### config.mk
export PLATFORM = sky130hd
export DESIGN_NAME = seq_mag_cmp
export DESIGN_NICKNAME = d
export VERILOG_FILES = /design/src/rtl/seq_mag_cmp.sv
export SDC_FILE = /design/constraint.sdc
export NUM_CORES = 1
export LEC_CHECK = 0
export CORE_ASPECT_RATIO = 1.75
export CORE_MARGIN = 3
export CORE_UTILIZATION = 48
export CTS_BUF_LIST = sky130_fd_sc_hd__clkbuf_16
export CTS_CLUSTER_SIZE = 24
export DETAILED_ROUTE_END_ITERATION = 8
export PLACE_DENSITY = 0.77
export SKIP_CTS_REPAIR_TIMING = 1
export SYNTH_ARGS = -nofsm -noshare
export SYNTH_HDL_FRONTEND = slang
export SYNTH_SLANG_ARGS = --single-unit
### constraint.sdc
create_clock -name clk -period 2.7 [get_ports clk]
set_input_delay 0.54 -clock clk [delete_from_list [all_inputs] [get_ports clk]]
set_output_delay 0.54 -clock clk [all_outputs]
set_load 0.05 [all_outputs]
### src/rtl/seq_mag_cmp.sv
// Bit-serial MSB-first magnitude comparator with early termination.
// Reports gt/eq/lt for signed or unsigned W-bit operands via a start/done handshake.
module seq_mag_cmp #(
  parameter int W = 8
) (
  input  logic         clk,
  input  logic         reset_n,
  input  logic         start,
  input  logic [W-1:0] a,
  input  logic [W-1:0] b,
  input  logic         signed_mode,
  output logic         ready,
  output logic         done,
  output logic         agtb,
  output logic         aeqb,
  output logic         altb,
  output logic [1:0]   dbg_state
);

  // Handshake: a request is accepted on a rising edge where start=1 and ready=1;
  // start is ignored otherwise. done pulses for one cycle when the flags update.
  localparam int IW = (W > 1) ? $clog2(W) : 1;
  localparam logic [W-1:0] MSB_MASK = W'(1) << (W - 1);

  typedef enum logic [1:0] {
    IDLE = 2'd0,
    CMP  = 2'd1,
    DONE = 2'd2
  } state_t;

  state_t        state;
  state_t        state_d;
  logic [W-1:0]  a_q;
  logic [W-1:0]  b_q;
  logic [IW-1:0] idx;
  logic [W-1:0]  a_sh;
  logic [W-1:0]  b_sh;
  logic          bit_a;
  logic          bit_b;
  logic          bits_differ;
  logic          last_bit;

  // Shifting avoids an index wider than the operand when W is 1.
  assign a_sh        = a_q >> idx;
  assign b_sh        = b_q >> idx;
  assign bit_a       = a_sh[0];
  assign bit_b       = b_sh[0];
  assign bits_differ = bit_a ^ bit_b;
  assign last_bit    = (idx == '0);

  always_ff @(posedge clk or negedge reset_n) begin
    if (!reset_n) begin
      state <= IDLE;
    end else begin
      state <= state_d;
    end
  end

  always_comb begin
    state_d = state;
    case (state)
      IDLE: if (start) state_d = CMP;
      CMP:  if (bits_differ || last_bit) state_d = DONE;
      DONE: state_d = IDLE;
      default: state_d = IDLE;
    endcase
  end

  always_comb begin
    ready     = (state == IDLE);
    done      = (state == DONE);
    dbg_state = state;
  end

  // Flipping both MSBs maps two's complement onto offset binary, so the
  // unsigned serial compare yields the signed ordering.
  always_ff @(posedge clk or negedge reset_n) begin
    if (!reset_n) begin
      a_q  <= '0;
      b_q  <= '0;
      idx  <= '0;
      agtb <= 1'b0;
      aeqb <= 1'b0;
      altb <= 1'b0;
    end else begin
      case (state)
        IDLE: begin
          if (start) begin
            a_q <= a ^ (signed_mode ? MSB_MASK : '0);
            b_q <= b ^ (signed_mode ? MSB_MASK : '0);
            idx <= IW'(W - 1);
          end
        end
        CMP: begin
          if (bits_differ) begin
            agtb <= bit_a & ~bit_b;
            altb <= ~bit_a & bit_b;
            aeqb <= 1'b0;
          end else if (last_bit) begin
            agtb <= 1'b0;
            altb <= 1'b0;
            aeqb <= 1'b1;
          end else begin
            idx <= idx - IW'(1);
          end
        end
        default: ;
      endcase
    end
  end

endmodule

-- Yosys cells after proc, flatten, opt, wreduce, memory -nomap -nowiden
Index checks and enable logic that the tools add are counted.
- register bits: 24
- output and inout bits: 7
- word-level logic and storage cells: 45
- $add $sub $neg: 1
- equal/unequal tests: 6
- shifts and indexed selects: 2
- muxes and demuxes: 13
- bitwise logic cells: 7
- reduce and logical (&&, ||, !) cells: 9
- operator list (cell ; number):
    $shr A8 B3 Y1 ; 2
    $xor A8 B8 Y8 ; 2
    $mux W3 ; 3
    $mux W8 ; 1
    $ne A2 B2 Y1 const B ; 4
    $pmux W3 S2 ; 1
    $reduce_and A2 Y1 ; 3
    $mux W1 ; 5
    $mux W2 ; 2
    $pmux W2 S2 ; 1
    $reduce_and A4 Y1 ; 1
    $reduce_bool A2 Y1 ; 2
    $logic_not A3 Y1 ; 1
    $sub A3 B1 Y3 const B ; 1
    $and A1 B1 Y1 ; 2
    $eq A2 B1 Y1 const B ; 1
    $eq A2 B2 Y1 const B ; 1
    $logic_not A2 Y1 ; 1
    $not A1 Y1 ; 2
    $logic_or A1 B1 Y1 ; 1
    $xor A1 B1 Y1 ; 1

-- Depth between registers and ports, before layout
- depth in word-level cells: 5
- depth in mapped cells: 7

-- Least setup slack after synthesis
OpenSTA, ideal clock, no wires.
- kind: register to register
- from: register idx[0]
- to: register agtb
- library setup time: 0.128 ns
- arrival time: 1.983 ns
- required time: 2.572 ns
- path slack: 0.589 ns
- cell stages (with the launch flop): 8
- period minus slack after synthesis: 2.111 ns
- cell sequence: dfrtp_1 buf_6 mux4_1 nand2_1 and2_1 ha_1 a21oi_2 mux2_1
- cells in the longest elaborated chain, start to end: 4
- elaborated cells between the ends (all ways): 9
- RTL lines (what ; RTL line ; source):
    start: declaration ; 35 ; logic [IW-1:0] idx;
    start signal: assignment ; 91 ; idx <= IW'(W - 1);
    start signal: assignment ; 104 ; idx <= idx - IW'(1);
    $shr A8 B3 Y1 (on tied branches) ; 44, 45 ;
    $xor A1 B1 Y1 or $not A1 Y1 (tied branches) ; 48, 96 ;
    $reduce_bool A2 Y1 (no source line) or $and A1 B1 Y1 (tied branches) ; -- ;
    $reduce_and A2 Y1 (no source line) or $mux W1 (tied branches) ; -- ;
    end signal: assignment ; 96 ; agtb <= bit_a & ~bit_b;
    end: declaration ; 14 ; output logic agtb,
Parallel ways exist; a longest one is shown, timed or not.
A chain may end at the register's enable or synchronous reset.

-- Worst setup path in the final report
- from: register idx[0]
- to: register altb
- cells in the longest elaborated chain, start to end: 4
- elaborated cells between the ends (all ways): 9
- RTL lines (what ; RTL line ; source):
    $shr A8 B3 Y1 (on tied branches) ; 44, 45 ;
    $xor A1 B1 Y1 or $not A1 Y1 (tied branches) ; 48, 97 ;
    $reduce_bool A2 Y1 (no source line) or $and A1 B1 Y1 (tied branches) ; -- ;
    $reduce_and A2 Y1 (no source line) or $mux W1 (tied branches) ; -- ;
    end signal: assignment ; 97 ; altb <= ~bit_a & bit_b;
    end: declaration ; 16 ; output logic altb,
Parallel ways exist; a longest one is shown, timed or not.

==> results.py <==
metrics = {
    "cells_and_area": {
        "fill_cells": 195,
        "syn_to_final_growth_pct": 31.5,
        "antenna_cells": 0,
        "drive_above_1_share_pct": 7.83,
        "multi_input_area_um2": 547,
        "nNetsFinal": 140,
        "regArea_um2": 601,
        "stdcell_count": 140,
    },
    "setup_path": {
        "crit_type": "flip-flop to flip-flop",
        "r2r_cells": 6,
        "crit_required_ps": 2840,
        "end_kind": "flip-flop",
        "cp_data_arrival_time_ps": 2490,
        "crit_slowest_cell": "mux4_1",
        "r2r_start": "idx[0]",
        "reg2reg_to": "altb",
        "crit_path_frequent_cell": "nand2_1",
        "crit_chain": "mux4_1 > nand2_1 > nand2_1 > ha_1 > a21oi_2 > mux2_1",
        "r2r_setup_slack_ps": 350,
        "worstPathMaxFanout": 7,
        "cp-start-kind": "flip-flop",
        "max_stage_delay_ps": 600,
    },
    "route": {
        "first_pass_iters": 5,
        "drt_iter0_drc": 18,
        "vias": 774,
        "drc_errors": 0,
        "postRouteAntennaNets": 0,
        "post_drt_wl_per_cell_um": 15.7,
        "via_per_inst": 5.53,
        "drt_wl_total_mm": 2.20,
    },
    "floorplanning": {
        "die_area_um2": 3090,
        "die_y_um": 71.3,
        "core-area_um2": 2300,
        "io_pins": 27,
        "initial_core_util_pct": 50.9,
        "die_w_um": 43.3,
        "rows": 23,
    },
    "timing": {
        "drv_slew": 0,
        "rsz0062_at_grt": "no",
        "relSlewSlack_pct": 67.0,
        "fmax_mhz": 425,
        "period_minus_slack_ps": 2350,
        "finalHoldViolCount": 0,
        "setup_viol": 0,
        "fin_crit_sh_pct": 87.2,
        "tightest_slew_ps": 494,
        "setup_tns_ps": 0,
        "finalClockSkew_ps": 2.98,
    },
    "clock_tree": {
        "clockBufferDepth": 2,
        "clock-sinks": 24,
        "cts_root_buf": "clkbuf_16",
        "clk_pin_slew_worst_paths_ps": 60,
        "clock_latency_ps": 260,
        "h-tree-depth": 1,
        "tritoncts": "built",
        "cts_buffers": 3,
    },
    "logic_synthesis": {
        "synthAdderAreaFrac_pct": 4.27,
        "synth_edf_count": 0,
        "syn_inst": 86,
        "netlist_area_um2": 1170,
        "async_reset_ff_share_pct": 100,
        "yosysWarnings": 0,
        "ys_seq_area_share_pct": 51.3,
        "synth_flop_cell": "dfrtp_1",
        "synthMuxAreaShare_pct": 25.2,
        "synth_xor_area_share_pct": 1.50,
        "synth_top_family_by_area": "multiplexers",
        "synth.avg_cell_area_um2": 13.6,
        "syn_nets": 110,
        "ys_ff_latch": 24,
        "synthSimpleGateAreaFrac_pct": 10.1,
        "synth_compound_area_share_pct": 5.13,
        "synthDistinctLibCells": 25,
    },
    "outcome": {
        "status": "finished clean",
    },
    "power_and_ir_drop": {
        "vdd_ir_drop_max_mv": 0.568,
        "p_leak_nw": 0.684,
        "power.density_nw_per_um2": 1170,
    },
    "global_routing": {
        "grtUsageTotal_pct": 17.1,
        "grt_max_degree": 25,
        "grt_pass1_wl_mm": 4.02,
        "grt_pass1_vias": 869,
        "antenna_found_initial": 0,
        "overflow": 0,
    },
    "place": {
        "io_buffers": 26,
        "dp.cells": 136,
        "place_congestion": 0.766,
        "hpwlAfterDp_mm": 1.67,
    },
    "hold_path": {
        "worstHoldStart": "a_q[0]",
        "min_delay_worst_endpoint": "a_q[0]",
        "hp-class": "flip-flop to flip-flop",
        "min_path_cells": 1,
    },
    "run": {
        "cap_violations": 0,
    },
}
## how the worst max path moves through the flow
stage / slack, ps / cells after the start / start / end
2_1_floorplan: 590 / 7 / idx[0] / agtb
3_3_place_gp: 440 / 6 / idx[0] / altb
3_5_place_dp: 350 / 6 / idx[0] / agtb
5_1_grt: 230 / 6 / idx[0] / altb
4_1_cts: 340 / 6 / idx[0] / agtb
6_report: 350 / 6 / idx[0] / altb
## metal layers
metal  routed length [µm]  up-vias  GRT usage, %
met2                 1280       29          31.0
met5                    0        -             0
met1                  812      375          19.4
li1                     -      367             -
met4                   18        0          7.05
met3                   92        3          2.26
## synthesized netlist by cell type, types with 2 or more instances
master / count / share of area [%]
a21oi_1: 2 / 0.85
o21a_1: 2 / 1.3
mux2_1: 16 / 15
ha_1: 4 / 4.3
nor2b_1: 2 / 1.1
nor2_1: 5 / 1.6
nand4_1: 2 / 1.1
mux4_1: 4 / 9.0
buf_2: 2 / 0.85
xnor2_1: 2 / 1.5
and2_1: 2 / 1.1
dfrtp_1: 24 / 51
nand2_1: 7 / 2.2
## registers in the layout (all words and copies together), names as in the netlist
name and flops:
a_q 8, aeqb 1, agtb 1, altb 1
b_q 8, dbg_state 2, idx 3
## report_power, final
part / internal, mW / switching (mW)
clock network: 0.198 / 0.124
registers: 0.531 / 0.119
logic: 0.397 / 0.441
## logic make-up (layout without fill, tap and decap cells)
| family | Yosys count | after routing |
|---|---|---|
| XOR/XNOR | 2 | 2 |
| buffers and inverters | 5 | 34 |
| adder cells (fa/ha/maj) | 4 | 4 |
| flip-flops | 24 | 24 |
| multiplexers | 21 | 21 |
| AND/OR/NAND/NOR | 22 | 22 |
| AO/OA/AOI/OAI | 8 | 8 |
## cell usage in the layout, fill, tap and decap left out, types with 2 or more instances in the layout
cell type,instances
ha_1,4
nand4_1,2
o21a_1,2
xnor2_1,2
dfrtp_1,24
mux4_1,4
clkbuf_16,3
nand2_1,7
buf_4,2
nor2b_1,2
a21oi_1,2
clkdlybuf4s50_1,26
and2_1,2
nor2_1,5
mux2_1,16
## final cells by class
cell class	instances	area share (%)
Sequential cell	24	39.0
Clock inverter	1	0.244
Tap cell	25	2.03
Inverter	2	0.487
Multi-Input combinational cell	57	35.5
Timing Repair Buffer	28	17.9
Clock buffer	3	4.87
## worst max-delay path: cells and delay by family, from the launching register on
kind | cells | cell delay (ps)
mux | 2 | 940
flops | 1 | 500
fa+ha+maj | 1 | 370
compound gates | 1 | 260
simple gates | 2 | 160
## per-stage QoR
step	hold WS, ps	utilization [%]	power [mW]	instance area (µm²)	worst slack [ps]
floorplan	244	-	1.25	1170	589
global placement	463	63.5	1.46	1460	441
detailed placement	471	63.5	1.51	1460	352
CTS	486	66.9	1.83	1540	339
global route	505	66.9	1.94	1540	228
finish	481	66.9	1.81	1540	345
(Power assumes the default switching activity.)
